==> src/rtl/seq_alu_acc_pkg.sv <==
// Shared definitions for the sequential ALU/accumulator: function codes and FSM states.
package seq_alu_acc_pkg;

  localparam logic [2:0] FN_ADD  = 3'd0;
  localparam logic [2:0] FN_SUB  = 3'd1;
  localparam logic [2:0] FN_MUL  = 3'd2;
  localparam logic [2:0] FN_SEXT = 3'd3;
  localparam logic [2:0] FN_OR   = 3'd4;
  localparam logic [2:0] FN_AND  = 3'd5;
  localparam logic [2:0] FN_CAT  = 3'd6;
  localparam logic [2:0] FN_HOLD = 3'd7;

  typedef enum logic {
    ST_IDLE = 1'b0,
    ST_MUL  = 1'b1
  } state_t;

endpackage

==> src/rtl/seq_alu_acc_if.sv <==
// Operand/handshake/result bundle between the switch/key inputs and the accumulator.
interface seq_alu_acc_if #(
  parameter int unsigned WIDTH = 4
);
  logic [WIDTH-1:0]   Data;
  logic [2:0]         Function;
  logic               Go;
  logic               Busy;
  logic               Done;
  logic [2*WIDTH-1:0] ALUout;

  modport master (
    output Data, Function, Go,
    input  Busy, Done, ALUout
  );

  modport slave (
    input  Data, Function, Go,
    output Busy, Done, ALUout
  );
endinterface

==> src/rtl/seq_alu_acc_shift_add_mult.sv <==
// Unsigned WIDTH x WIDTH shift-add multiplier, one iteration per clock.
module shift_add_mult #(
  parameter int unsigned WIDTH = 4
) (
  input  logic               Clock,
  input  logic               Reset_b,
  input  logic               start,
  input  logic [WIDTH-1:0]   a,
  input  logic [WIDTH-1:0]   b,
  output logic               busy,
  output logic               last,
  output logic [2*WIDTH-1:0] product
);

  localparam int unsigned CW = $clog2(WIDTH);

  logic [2*WIDTH-1:0] mcand;
  logic [2*WIDTH-1:0] acc;
  logic [2*WIDTH-1:0] addend;
  logic [WIDTH-1:0]   mplier;
  logic [CW-1:0]      cnt;

  // product is the value the accumulator takes at the end of the current
  // iteration, so the final iteration's result is usable on the same edge.
  assign addend  = mplier[0] ? mcand : '0;
  assign product = acc + addend;
  assign last    = busy && (cnt == CW'(WIDTH - 1));

  always_ff @(posedge Clock or negedge Reset_b) begin
    if (!Reset_b) begin
      acc    <= '0;
      mcand  <= '0;
      mplier <= '0;
      cnt    <= '0;
      busy   <= 1'b0;
    end else if (start) begin
      acc    <= '0;
      mcand  <= {{WIDTH{1'b0}}, a};
      mplier <= b;
      cnt    <= '0;
      busy   <= 1'b1;
    end else if (busy) begin
      acc    <= product;
      mcand  <= mcand << 1;
      mplier <= mplier >> 1;
      cnt    <= cnt + CW'(1);
      if (last) begin
        busy <= 1'b0;
      end
    end
  end

endmodule

==> src/rtl/seq_alu_acc.sv <==
// Accumulating ALU: single-cycle ops write ALUout on accept, MUL runs WIDTH cycles.
module seq_alu_acc
  import seq_alu_acc_pkg::*;
#(
  parameter int unsigned WIDTH = 4
) (
  input  logic         Clock,
  input  logic         Reset_b,
  seq_alu_acc_if.slave bus
);

  localparam int unsigned W2 = 2 * WIDTH;

  state_t          state, state_nxt;
  logic [W2-1:0]   alu_q, alu_nxt, sc_res;
  logic            done_q, done_nxt;
  logic            mul_start, mul_busy, mul_last;
  logic [W2-1:0]   mul_product;
  logic [WIDTH-1:0] op_a, op_b;

  assign op_a = bus.Data;
  assign op_b = alu_q[WIDTH-1:0];

  always_comb begin
    sc_res = alu_q;
    case (bus.Function)
      FN_ADD:  sc_res = {{WIDTH{1'b0}}, op_a} + {{WIDTH{1'b0}}, op_b};
      FN_SUB:  sc_res = {{WIDTH{1'b0}}, op_a} - {{WIDTH{1'b0}}, op_b};
      FN_SEXT: sc_res = {{WIDTH{op_b[WIDTH-1]}}, op_b};
      FN_OR:   sc_res = {{(W2-1){1'b0}}, |{op_a, op_b}};
      FN_AND:  sc_res = {{(W2-1){1'b0}}, &{op_a, op_b}};
      FN_CAT:  sc_res = {op_a, op_b};
      default: sc_res = alu_q;
    endcase
  end

  shift_add_mult #(
    .WIDTH(WIDTH)
  ) u_mult (
    .Clock   (Clock),
    .Reset_b (Reset_b),
    .start   (mul_start),
    .a       (op_a),
    .b       (op_b),
    .busy    (mul_busy),
    .last    (mul_last),
    .product (mul_product)
  );

  always_comb begin
    state_nxt = state;
    alu_nxt   = alu_q;
    done_nxt  = 1'b0;
    mul_start = 1'b0;
    case (state)
      ST_IDLE: begin
        if (bus.Go) begin
          if (bus.Function == FN_MUL) begin
            mul_start = 1'b1;
            state_nxt = ST_MUL;
          end else begin
            alu_nxt  = sc_res;
            done_nxt = 1'b1;
          end
        end
      end
      ST_MUL: begin
        if (mul_last) begin
          alu_nxt   = mul_product;
          done_nxt  = 1'b1;
          state_nxt = ST_IDLE;
        end else if (!mul_busy) begin
          // multiplier lost its job without finishing; recover without a result
          state_nxt = ST_IDLE;
        end
      end
      default: state_nxt = ST_IDLE;
    endcase
  end

  always_ff @(posedge Clock or negedge Reset_b) begin
    if (!Reset_b) begin
      state  <= ST_IDLE;
      alu_q  <= '0;
      done_q <= 1'b0;
    end else begin
      state  <= state_nxt;
      alu_q  <= alu_nxt;
      done_q <= done_nxt;
    end
  end

  assign bus.ALUout = alu_q;
  assign bus.Done   = done_q;
  assign bus.Busy   = (state == ST_MUL);

endmodule

==> src/flat_wrapper.sv <==
// flat-port wrapper written by rule: the top's interface ports become plain ports
module seq_alu_acc_flat import seq_alu_acc_pkg::*;
#(
  parameter int unsigned WIDTH = 4
)
  (Clock, Reset_b, bus_Data, bus_Function, bus_Go, bus_Busy, bus_Done, bus_ALUout);
  seq_alu_acc_if #(.WIDTH(WIDTH)) bus_i ();
  input  logic Clock;
  input  logic Reset_b;
  input wire logic [$bits(bus_i.Data)-1:0] bus_Data;
  input wire logic [$bits(bus_i.Function)-1:0] bus_Function;
  input wire logic [$bits(bus_i.Go)-1:0] bus_Go;
  output wire logic [$bits(bus_i.Busy)-1:0] bus_Busy;
  output wire logic [$bits(bus_i.Done)-1:0] bus_Done;
  output wire logic [$bits(bus_i.ALUout)-1:0] bus_ALUout;
  assign bus_i.Data = bus_Data;
  assign bus_i.Function = bus_Function;
  assign bus_i.Go = bus_Go;
  assign bus_Busy = bus_i.Busy;
  assign bus_Done = bus_i.Done;
  assign bus_ALUout = bus_i.ALUout;
  seq_alu_acc #(.WIDTH(WIDTH)) u_core (.Clock(Clock), .Reset_b(Reset_b), .bus(bus_i));
endmodule
==> config.mk <==
export PLATFORM = sky130hd
export DESIGN_NAME = seq_alu_acc_flat
export DESIGN_NICKNAME = d
export VERILOG_FILES = /design/src/rtl/seq_alu_acc_pkg.sv /design/src/rtl/seq_alu_acc_if.sv /design/src/rtl/seq_alu_acc_shift_add_mult.sv /design/src/rtl/seq_alu_acc.sv /design/src/flat_wrapper.sv
export SDC_FILE = /design/constraint.sdc
export NUM_CORES = 1
export LEC_CHECK = 0
export BUFFER_PORTS_ARGS = -buffer_cell sky130_fd_sc_hd__buf_4
export CAP_MARGIN = 40
export CORE_UTILIZATION = 55
export CTS_CLUSTER_DIAMETER = 150
export CTS_CLUSTER_SIZE = 28
export DETAILED_ROUTE_END_ITERATION = 16
export PLACE_DENSITY = 0.72
export SLEW_MARGIN = 10
export SYNTH_ARGS = -nofsm -noshare
export SYNTH_HDL_FRONTEND = slang
export SYNTH_SLANG_ARGS = --single-unit
==> constraint.sdc <==
create_clock -name Clock -period 2.4 [get_ports Clock]
set_input_delay 0.48 -clock Clock [delete_from_list [all_inputs] [get_ports Clock]]
set_output_delay 0.48 -clock Clock [all_outputs]
set_load 0.1 [all_outputs]
# Yosys cells after proc, flatten, opt, wreduce, memory -nomap -nowiden
# Cells that the tools add are included.
word_totals:
  out_inout_bits: 10
  wordCells: 62
  inputBits: 10
  register_bits: 33
op_classes:
  n_bitwise: 1
  mux: 27
  reduce_logical: 7
  add_sub_neg: 4
  n_eq_ne: 14
ops:
  columns: ["op", "n"]
  rows:
  - ["$mux W8", 8]
  - ["$pmux W8 S6", 1]
  - ["$pmux W8 S2", 1]
  - ["$mux W1", 11]
  - ["$ne A2 B2 Y1 const B", 5]
  - ["$eq A3 B3 Y1 const B", 3]
  - ["$add A8 B8 Y8", 1]
  - ["$mux W4", 2]
  - ["$reduce_and A8 Y1", 1]
  - ["$reduce_or A8 Y1", 1]
  - ["$ne A7 B7 Y1 const B", 1]
  - ["$eq A3 B2 Y1 const B", 2]
  - ["$reduce_and A6 Y1", 1]
  - ["$add A4 B4 Y5", 1]
  - ["$ne A5 B5 Y1 const B", 1]
  - ["$sub A4 B4 Y5", 1]
  - ["$mux W2", 2]
  - ["$pmux W1 S2", 2]
  - ["$reduce_and A4 Y1", 1]
  - ["$eq A3 B1 Y1 const B", 1]
  - ["$logic_not A3 Y1", 1]
  - ["$add A2 B1 Y2 const B", 1]
  - ["$eq A2 B2 Y1 const B", 1]
  - ["$reduce_bool A2 Y1", 1]
  - ["other kinds (2)", 2]

# Longest topological paths before layout
# Gate-level depths: netlist (run 1).
depth:
  ltp_word: 5
  mapped_depth: 10
  mapped_depth_nobuf: 10

# Cells and area by module
# From an unflattened synthesis (run 1), not the netlist that was laid out.
hier_totals:
  cells_unflattened: 252
  hier_area_um2: 2337.2
by_module_without_submodules:
  columns: ["mod", "cells_each", "seq_area_each_um2", "n_inst", "area_per_inst_um2"]
  rows:
  - ["shift_add_mult", 138, 575.6, 1, 1372.6]
  - ["seq_alu_acc", 114, 250.2, 1, 964.7]

# Worst setup path after synthesis (run 1)
# OpenSTA, ideal clock, no wires.
synth_path:
  path_kind: "register -> register"
  startpoint: "register u_core.alu_q[1] (netlist: u_core.bus.ALUout[1])"
  endpoint: "register u_core.alu_q[4] (netlist: u_core.bus.ALUout[4])"
  setup_ns: 0.068
  arrival_ns: 2.669
  synth_period_minus_slack_ns: 2.737
  stages_incl_launch_ff: 9
  slack_ns: -0.337
  n_path_buf: 0
  cell_sequence: "dfrtp_1 -> inv_1 -> fa_1 -> a21o_1 -> a211o_1 -> nand2_1 -> nor2_1 -> nor4_1 -> a221o_1"
synth_via:
  elab_chain_cells: 5
synth_rtl:
  columns: ["item", "line_no", "source"]
  rows:
  - ["from (decl)", "seq_alu_acc.sv:15", "logic [W2-1:0] alu_q, alu_nxt, sc_res;"]
  - ["from (signal assigned)", "seq_alu_acc.sv:88", "alu_q <= alu_nxt;"]
  - ["$sub A4 B4 Y5 or $add A4 B4 Y5 (tied branches)", "seq_alu_acc.sv:28, seq_alu_acc.sv:27", null]
  - ["$pmux W8 S6 *", "seq_alu_acc.sv:26", "case (bus.Function)"]
  - ["$mux W8 *", "seq_alu_acc.sv:58", "if (bus.Function == FN_MUL) begin"]
  - ["$mux W8 *", "seq_alu_acc.sv:57", "if (bus.Go) begin"]
  - ["$pmux W8 S2 *", "seq_alu_acc.sv:55", "case (state)"]
# Every way passes the cells marked *; elsewhere a longest branch is shown, timed or not. The select of a mux whose other input is x is not followed.
# A chain may end at the register's enable or synchronous reset.

# Final worst setup path (run 1)
layout_path:
  startpoint: "register u_core.u_mult.mplier[0]"
  endpoint: "register u_core.alu_q[6] (netlist: u_core.bus.ALUout[6])"
layout_via:
  elab_chain_cells: 4
layout_rtl:
  columns: ["item", "line_no", "source"]
  rows:
  - ["from (decl)", "seq_alu_acc_shift_add_mult.sv:20", "logic [WIDTH-1:0] mplier;"]
  - ["from (signal assigned)", "seq_alu_acc_shift_add_mult.sv:45", "mplier <= mplier >> 1;"]
  - ["$mux W8", "seq_alu_acc_shift_add_mult.sv:25", "assign addend = mplier[0] ? mcand : '0;"]
  - ["$add A8 B8 Y8", "seq_alu_acc_shift_add_mult.sv:26", "assign product = acc + addend;"]
  - ["$mux W8", "seq_alu_acc.sv:68", "if (mul_last) begin"]
  - ["$pmux W8 S2", "seq_alu_acc.sv:55", null]
# Every way passes these cells. The select of a mux whose other input is x is not followed.

==> results.py, run 1 <==
metrics = {
    "status": {
        "status": "finished, final reports clean",
    },
    "setup_path": {
        "critPathCaptureType": "register",
        "start_kind": "register",
        "rr_endpoint": "u_core.bus.ALUout[6]$_DFFE_PN0P_",
        "worst-r2r-setup-slack_ns": 0.14,
        "crit_arrival_ns": 2.42,
        "reg2reg_from": "u_core.u_mult.mplier[0]$_DFFE_PN0P_",
        "criticalPathCategory": "reg2reg",
        "reg2regPathDepth": 10,
        "path_max_fanout": 4,
        "critPathRequiredTime_ns": 2.56,
        "cp-startpoint": "u_core.u_mult.mplier[0]$_DFFE_PN0P_",
        "cp-endpoint": "u_core.bus.ALUout[6]$_DFFE_PN0P_",
    },
    "global_route": {
        "grt_util_all_layers": 0.236,
        "grt_pass1_vias": 1614,
        "overflow": 0,
        "grt_max_degree": 34,
        "grt_pass1_wl_um": 7660,
        "antenna_found_initial": 0,
    },
    "placed_design": {
        "gp_congestion": 0.870,
        "dp_hpwl_um": 3440,
        "io_buffers": 19,
    },
    "power_and_ir_drop": {
        "total_power_mw": 2.66,
        "p_per_area_nw_per_um2": 1050,
        "power_leakage_nw": 1.18,
        "ir_drop_uv": 704,
    },
    "drt": {
        "post_drt_via_cell_ratio": 5.64,
        "drt_iter0_markers": 89,
        "drc": 0,
        "vias": 1749,
        "wl_per_cell_um": 14.8,
        "routed_wl_um": 4580,
        "first_pass_iters": 4,
        "drtAntennaViolNets": 0,
    },
    "sta": {
        "tightest_slew_ns": 0.392,
        "fin_crit_sh": 0.941,
        "rsz0062_at_grt": "false",
        "finalCriticalPeriod_ns": 2.26,
        "setup_tns_ns": 0,
        "drv_slew": 0,
        "skew_ns": 0.00981,
        "hold_viol": 0,
        "fmax_mhz": 443,
        "setup_viol": 0,
        "slew_headroom": 0.732,
    },
    "yosys": {
        "synth_warnings": 0,
        "synth.cell_area_um2": 2250,
        "syn_avg_cell_area_um2": 9.29,
        "async_flop_share": 1.00,
        "synthCells": 242,
        "synth_top_family_by_area": "simple AND/OR/NAND/NOR gates",
        "synth_mux_area_frac": 0.0946,
        "synth-simple-area-share": 0.162,
        "yosysUniqueCellTypes": 46,
        "synth_edf_count": 0,
        "synth_compound_area_frac": 0.157,
        "ys_ff_latch": 33,
        "synthAdderAreaFrac": 0.116,
        "synth_top_flop_cell": "dfrtp_1",
        "synth-xor-area-share": 0.0467,
        "synth.net_count": 271,
        "synth_seq_area_share": 0.367,
    },
    "floorplan": {
        "rows": 22,
        "core_area_um2": 3800,
        "dieWidth_um": 65.9,
        "initial_core_util": 0.592,
        "pin_count": 20,
        "dieHeight_um": 65.9,
        "die_area_um2": 4350,
    },
    "clocking": {
        "htreeDepth": 2,
        "clk_pin_slew_ns": 0.07,
        "ctsLongestPathBuffers": 2,
        "cts_tree": "built",
        "root_buffer": "clkbuf_8",
        "clock_latency_ns": 0.28,
        "cts_buffers": 5,
        "cts.sinks": 33,
        "holdBufCountCts": 0,
    },
    "finish": {
        "fillers": 324,
        "drive_gt1_frac": 0.168,
        "layout_common_cells": "30 x dfrtp_1, 28 x nor2_1, 24 x buf_4",
        "area_delta_synth_final_pct": 12.2,
        "antennaDiodeCount": 0,
        "nNetsFinal": 290,
        "layout_commonest_cell": "dfrtp_1",
    },
    "flow_run": {
        "drv_cap": 0,
    },
    "worst_hold_path": {
        "min_path_type": "in2async",
    },
}
repair_timing:
action / CTS / global route
setup endpoints to repair: 0 / 1
endpoints found under the hold margin: 0 / 0
gates resized for setup: 0 / 3
setup buffers: 0 / 1
final cells by class:
class,instances,area (um^2),area share
inverters,14,52.6,0.0208
multi-input cells,183,1320,0.522
well taps,48,60.1,0.0238
repair buffers,24,180,0.0714
clock buffers,6,72.6,0.0288
clock inverters,2,10.0,0.00397
flip-flops and latches,33,830,0.329
kinds of logic (layout without fill, tap and decap cells):
| kind of cell | count (synthesis) | count (layout) |
|---|---|---|
| AO/OA/AOI/OAI | 55 | 55 |
| flip-flops | 33 | 33 |
| AND/OR/NAND/NOR | 76 | 76 |
| multiplexers | 21 | 21 |
| adder cells (fa/ha/maj) | 19 | 19 |
| XOR/XNOR | 12 | 12 |
| buffers and inverters | 26 | 46 |
where the power goes:
group	internal (mW)	total [mW]	switching, mW
Clock	0.201	0.399	0.198
Sequential	0.749	0.907	0.158
Combinational	0.501	1.35	0.854
Total	1.45	2.66	1.21
worst max-delay path, cell delays in order, from the launching register on:
cell     delay, ns
dfrtp_1       0.39
and2_1        0.14
ha_2          0.19
inv_1         0.06
fa_2          0.34
nor2b_1       0.17
o31a_1        0.19
o21a_1        0.16
nor2_1        0.05
xnor2_1       0.12
a221o_1       0.33
per-stage QoR:
stage | util | instance area [um^2] | instances | setup WS, ns | hold slack [ns]
final | 0.664 | 2520 | 310 | 0.141 | 0.131
after global routing | 0.664 | 2520 | 310 | 0.0342 | 0.166
after CTS | 0.657 | 2500 | 309 | 0.0899 | 0.140
after detailed placement | 0.636 | 2410 | 301 | 0.0743 | 0.444
after global placement | 0.636 | 2410 | 301 | 0.120 | 0.441
after floorplan | - | 2250 | 242 | 0.0164 | 0.184
sequential cells by signal (all words and copies together), names as in the netlist:
name	cells
u_core.u_mult.cnt	2
u_core.u_mult.mcand	8
u_core.u_mult.mplier	4
u_core.u_mult.acc	8
u_core.bus.Busy	1
u_core.bus.Done	1
u_core.bus.ALUout	8
u_core.u_mult.busy	1
worst min-delay path by stage:
stage                                               to  depth (start not counted)
floorplan             u_core.bus.ALUout[0]$_DFFE_PN0P_                          0
global placement      u_core.bus.ALUout[7]$_DFFE_PN0P_                          1
detailed placement           u_core.bus.Done$_DFF_PN0_                          1
CTS                   u_core.u_mult.acc[6]$_DFFE_PN0P_                          1
global route          u_core.u_mult.acc[6]$_DFFE_PN0P_                          1
finish              u_core.u_mult.mcand[5]$_DFFE_PN0P_                          1
cell usage after synthesis, types with 2 or more instances:
cell	instances	area, um^2
nor3_1	3	15.0
clkbuf_1	5	18.8
a21oi_1	12	60.1
nor4_1	3	18.8
nand2_1	17	63.8
a21o_1	4	30.0
nand2b_1	5	31.3
o21a_1	3	22.5
ha_1	16	200
mux2_2	2	22.5
buf_1	2	7.51
a211oi_1	3	22.5
o21ai_0	3	15.0
xor2_1	5	43.8
inv_1	13	48.8
and3_1	2	12.5
fa_1	3	60.1
o21ai_1	14	70.1
nand3_1	2	10.0
o211ai_1	3	22.5
dfrtp_1	33	826
nor2_1	29	109
a221o_1	3	30.0
nand4b_1	2	17.5
xnor2_1	7	61.3
and2_1	7	43.8
o22ai_1	2	12.5
buf_6	3	33.8
mux2i_1	19	190
metal layers:
layer | GRT usage | up-vias | routed length (um)
met5 | 0 | - | 0
met4 | 0.0718 | 0 | 53
met3 | 0.0362 | 5 | 140
met2 | 0.370 | 27 | 2120
met1 | 0.336 | 838 | 2260
li1 | - | 879 | -
(Power assumes the default switching activity.)
==> run 2: changes to the inputs <==
- CORE_ASPECT_RATIO: unset -> 1.2
==> run 2 against run 1 <==
Net effect: highest routed layer unchanged; maximum frequency up 0.61%; hold slack about the same; critical endpoint unchanged; utilization down 1.2 points.
==> results.py, run 2 (synthesis gave the netlist of run 1 again) <==
metrics = {
    "status": {
        "status": "finished, final reports clean",
    },
    "sta": {
        "finalCriticalPeriod_ns": 2.25,
        "fmax_mhz": 445,
        "drv_slew": 0,
        "setup_tns_ns": 0,
        "setup_viol": 0,
        "timing.final.ws_setup_ns": 0.154,
        "fin_crit_sh": 0.936,
        "tightest_slew_ns": 0.487,
        "whs_ns": 0.130,
        "rsz0062_at_grt": "false",
        "slew_headroom": 0.673,
        "hold_viol": 0,
        "skew_ns": 0.00824,
    },
    "setup_path": {
        "cpPeakStageDelay_ns": 0.43,
        "rr_endpoint": "u_core.bus.ALUout[6]$_DFFE_PN0P_",
        "worst-r2r-setup-slack_ns": 0.15,
        "reg2regPathDepth": 9,
        "criticalPathCategory": "reg2reg",
        "crit_arrival_ns": 2.41,
        "cp-startpoint": "u_core.u_mult.mplier[0]$_DFFE_PN0P_",
        "critPathRequiredTime_ns": 2.57,
        "start_kind": "register",
        "crit_slowest_cell": "dfrtp_2",
        "path_max_fanout": 6,
        "crit_chain": "buf_4, and2_1, ha_4, nor2b_2, o31a_1, o21a_1, nor2_1, xnor2_1, a221o_1",
        "critPathCaptureType": "register",
        "reg2reg_from": "u_core.u_mult.mplier[0]$_DFFE_PN0P_",
    },
    "floorplan": {
        "dieWidth_um": 60.4,
        "dieHeight_um": 72.0,
        "initial_core_util": 0.570,
        "pin_count": 20,
        "die_area_um2": 4350,
        "rows": 25,
        "core_area_um2": 3940,
    },
    "drt": {
        "drc": 0,
        "wl_per_cell_um": 15.9,
        "routed_wl_um": 5020,
        "drt_iter0_markers": 60,
        "met1_length_um": 2300,
        "route.met3.wl_um": 175,
        "routed-wl-met2_um": 2400,
        "vias": 1773,
        "first_pass_iters": 4,
        "drtAntennaViolNets": 0,
        "highest_layer": "met4",
        "post_drt_via_cell_ratio": 5.61,
    },
    "power_and_ir_drop": {
        "total_power_mw": 2.85,
        "power_leakage_nw": 1.20,
        "p_per_area_nw_per_um2": 1110,
        "ir_drop_uv": 812,
    },
    "placed_design": {
        "dp_hpwl_um": 3550,
        "dpl.cell_count": 306,
        "gp_congestion": 0.855,
        "io_buffers": 19,
        "place_area_um2": 2410,
        "dp_slack_ns": -0.00515,
    },
    "finish": {
        "final_util": 0.652,
        "area_delta_synth_final_pct": 14.2,
        "layout_commonest_cell": "dfrtp_1",
        "fillers": 351,
        "layout_common_cells": "29 x dfrtp_1, 28 x nor2_1, 24 x buf_4",
        "layout.cells.non_filler": 316,
        "antennaDiodeCount": 0,
        "nNetsFinal": 290,
        "drive_gt1_frac": 0.176,
        "fin_area_um2": 2570,
    },
    "global_route": {
        "grt_util_all_layers": 0.255,
        "overflow": 0,
        "grt_pass1_wl_um": 8340,
        "grt_max_degree": 34,
        "antenna_found_initial": 0,
        "grt_pass1_vias": 1811,
    },
    "clocking": {
        "cts_buffers": 5,
        "htreeDepth": 2,
        "holdBufCountCts": 0,
        "clock_latency_ns": 0.29,
        "cts.sinks": 33,
        "clk_pin_slew_ns": 0.08,
        "ctsLongestPathBuffers": 2,
        "cts_tree": "built",
        "root_buffer": "clkbuf_8",
    },
    "flow_run": {
        "drv_cap": 0,
    },
    "worst_hold_path": {
        "min_path_type": "in2async",
    },
}
-- run 2: per-layer routing --
metal,vias up,GRT usage
met5,-,0
met4,0,0.0801
met3,12,0.0517
met2,47,0.397
met1,839,0.353
li1,875,-
-- run 2: worst max-delay path by stage --
stage	endpoint	cells after the start
3_3_place_gp	u_core.bus.ALUout[7]$_DFFE_PN0P_	11
6_report	u_core.bus.ALUout[6]$_DFFE_PN0P_	9
4_1_cts	u_core.bus.ALUout[6]$_DFFE_PN0P_	10
5_1_grt	u_core.bus.ALUout[6]$_DFFE_PN0P_	10
2_1_floorplan	u_core.bus.ALUout[4]$_DFFE_PN0P_	8
3_5_place_dp	u_core.bus.ALUout[4]$_DFFE_PN0P_	11
-- run 2: area by class of cell --
class	count	area, um^2	area share
Timing Repair Buffer	24	180	0.0701
Sequential cell	33	831	0.323
Tap cell	54	67.6	0.0263
Clock inverter	2	37.5	0.0146
Multi-Input combinational cell	183	1320	0.513
Clock buffer	6	82.6	0.0321
Inverter	14	52.6	0.0205
-- run 2: critical path: cells and delay by family (launching register included) --
kind            cells  cell delay [ns]
compound gates      3             0.78
xor+xnor            1             0.07
fa+ha+maj           1             0.25
buf+inv             1             0.14
flops               1             0.43
simple gates        3             0.45
-- run 2: what timing repair did --
action                     CTS  global route
buffers inserted             0             2
setup endpoints to repair    0             1
gates resized for setup      0             4
-- run 2: power breakdown --
group / total, mW / switching (mW) / internal (mW) / leakage (nW)
Clock: 0.554 / 0.216 / 0.338 / 0.0574
Sequential: 0.930 / 0.180 / 0.750 / 0.424
Combinational: 1.37 / 0.858 / 0.510 / 0.714
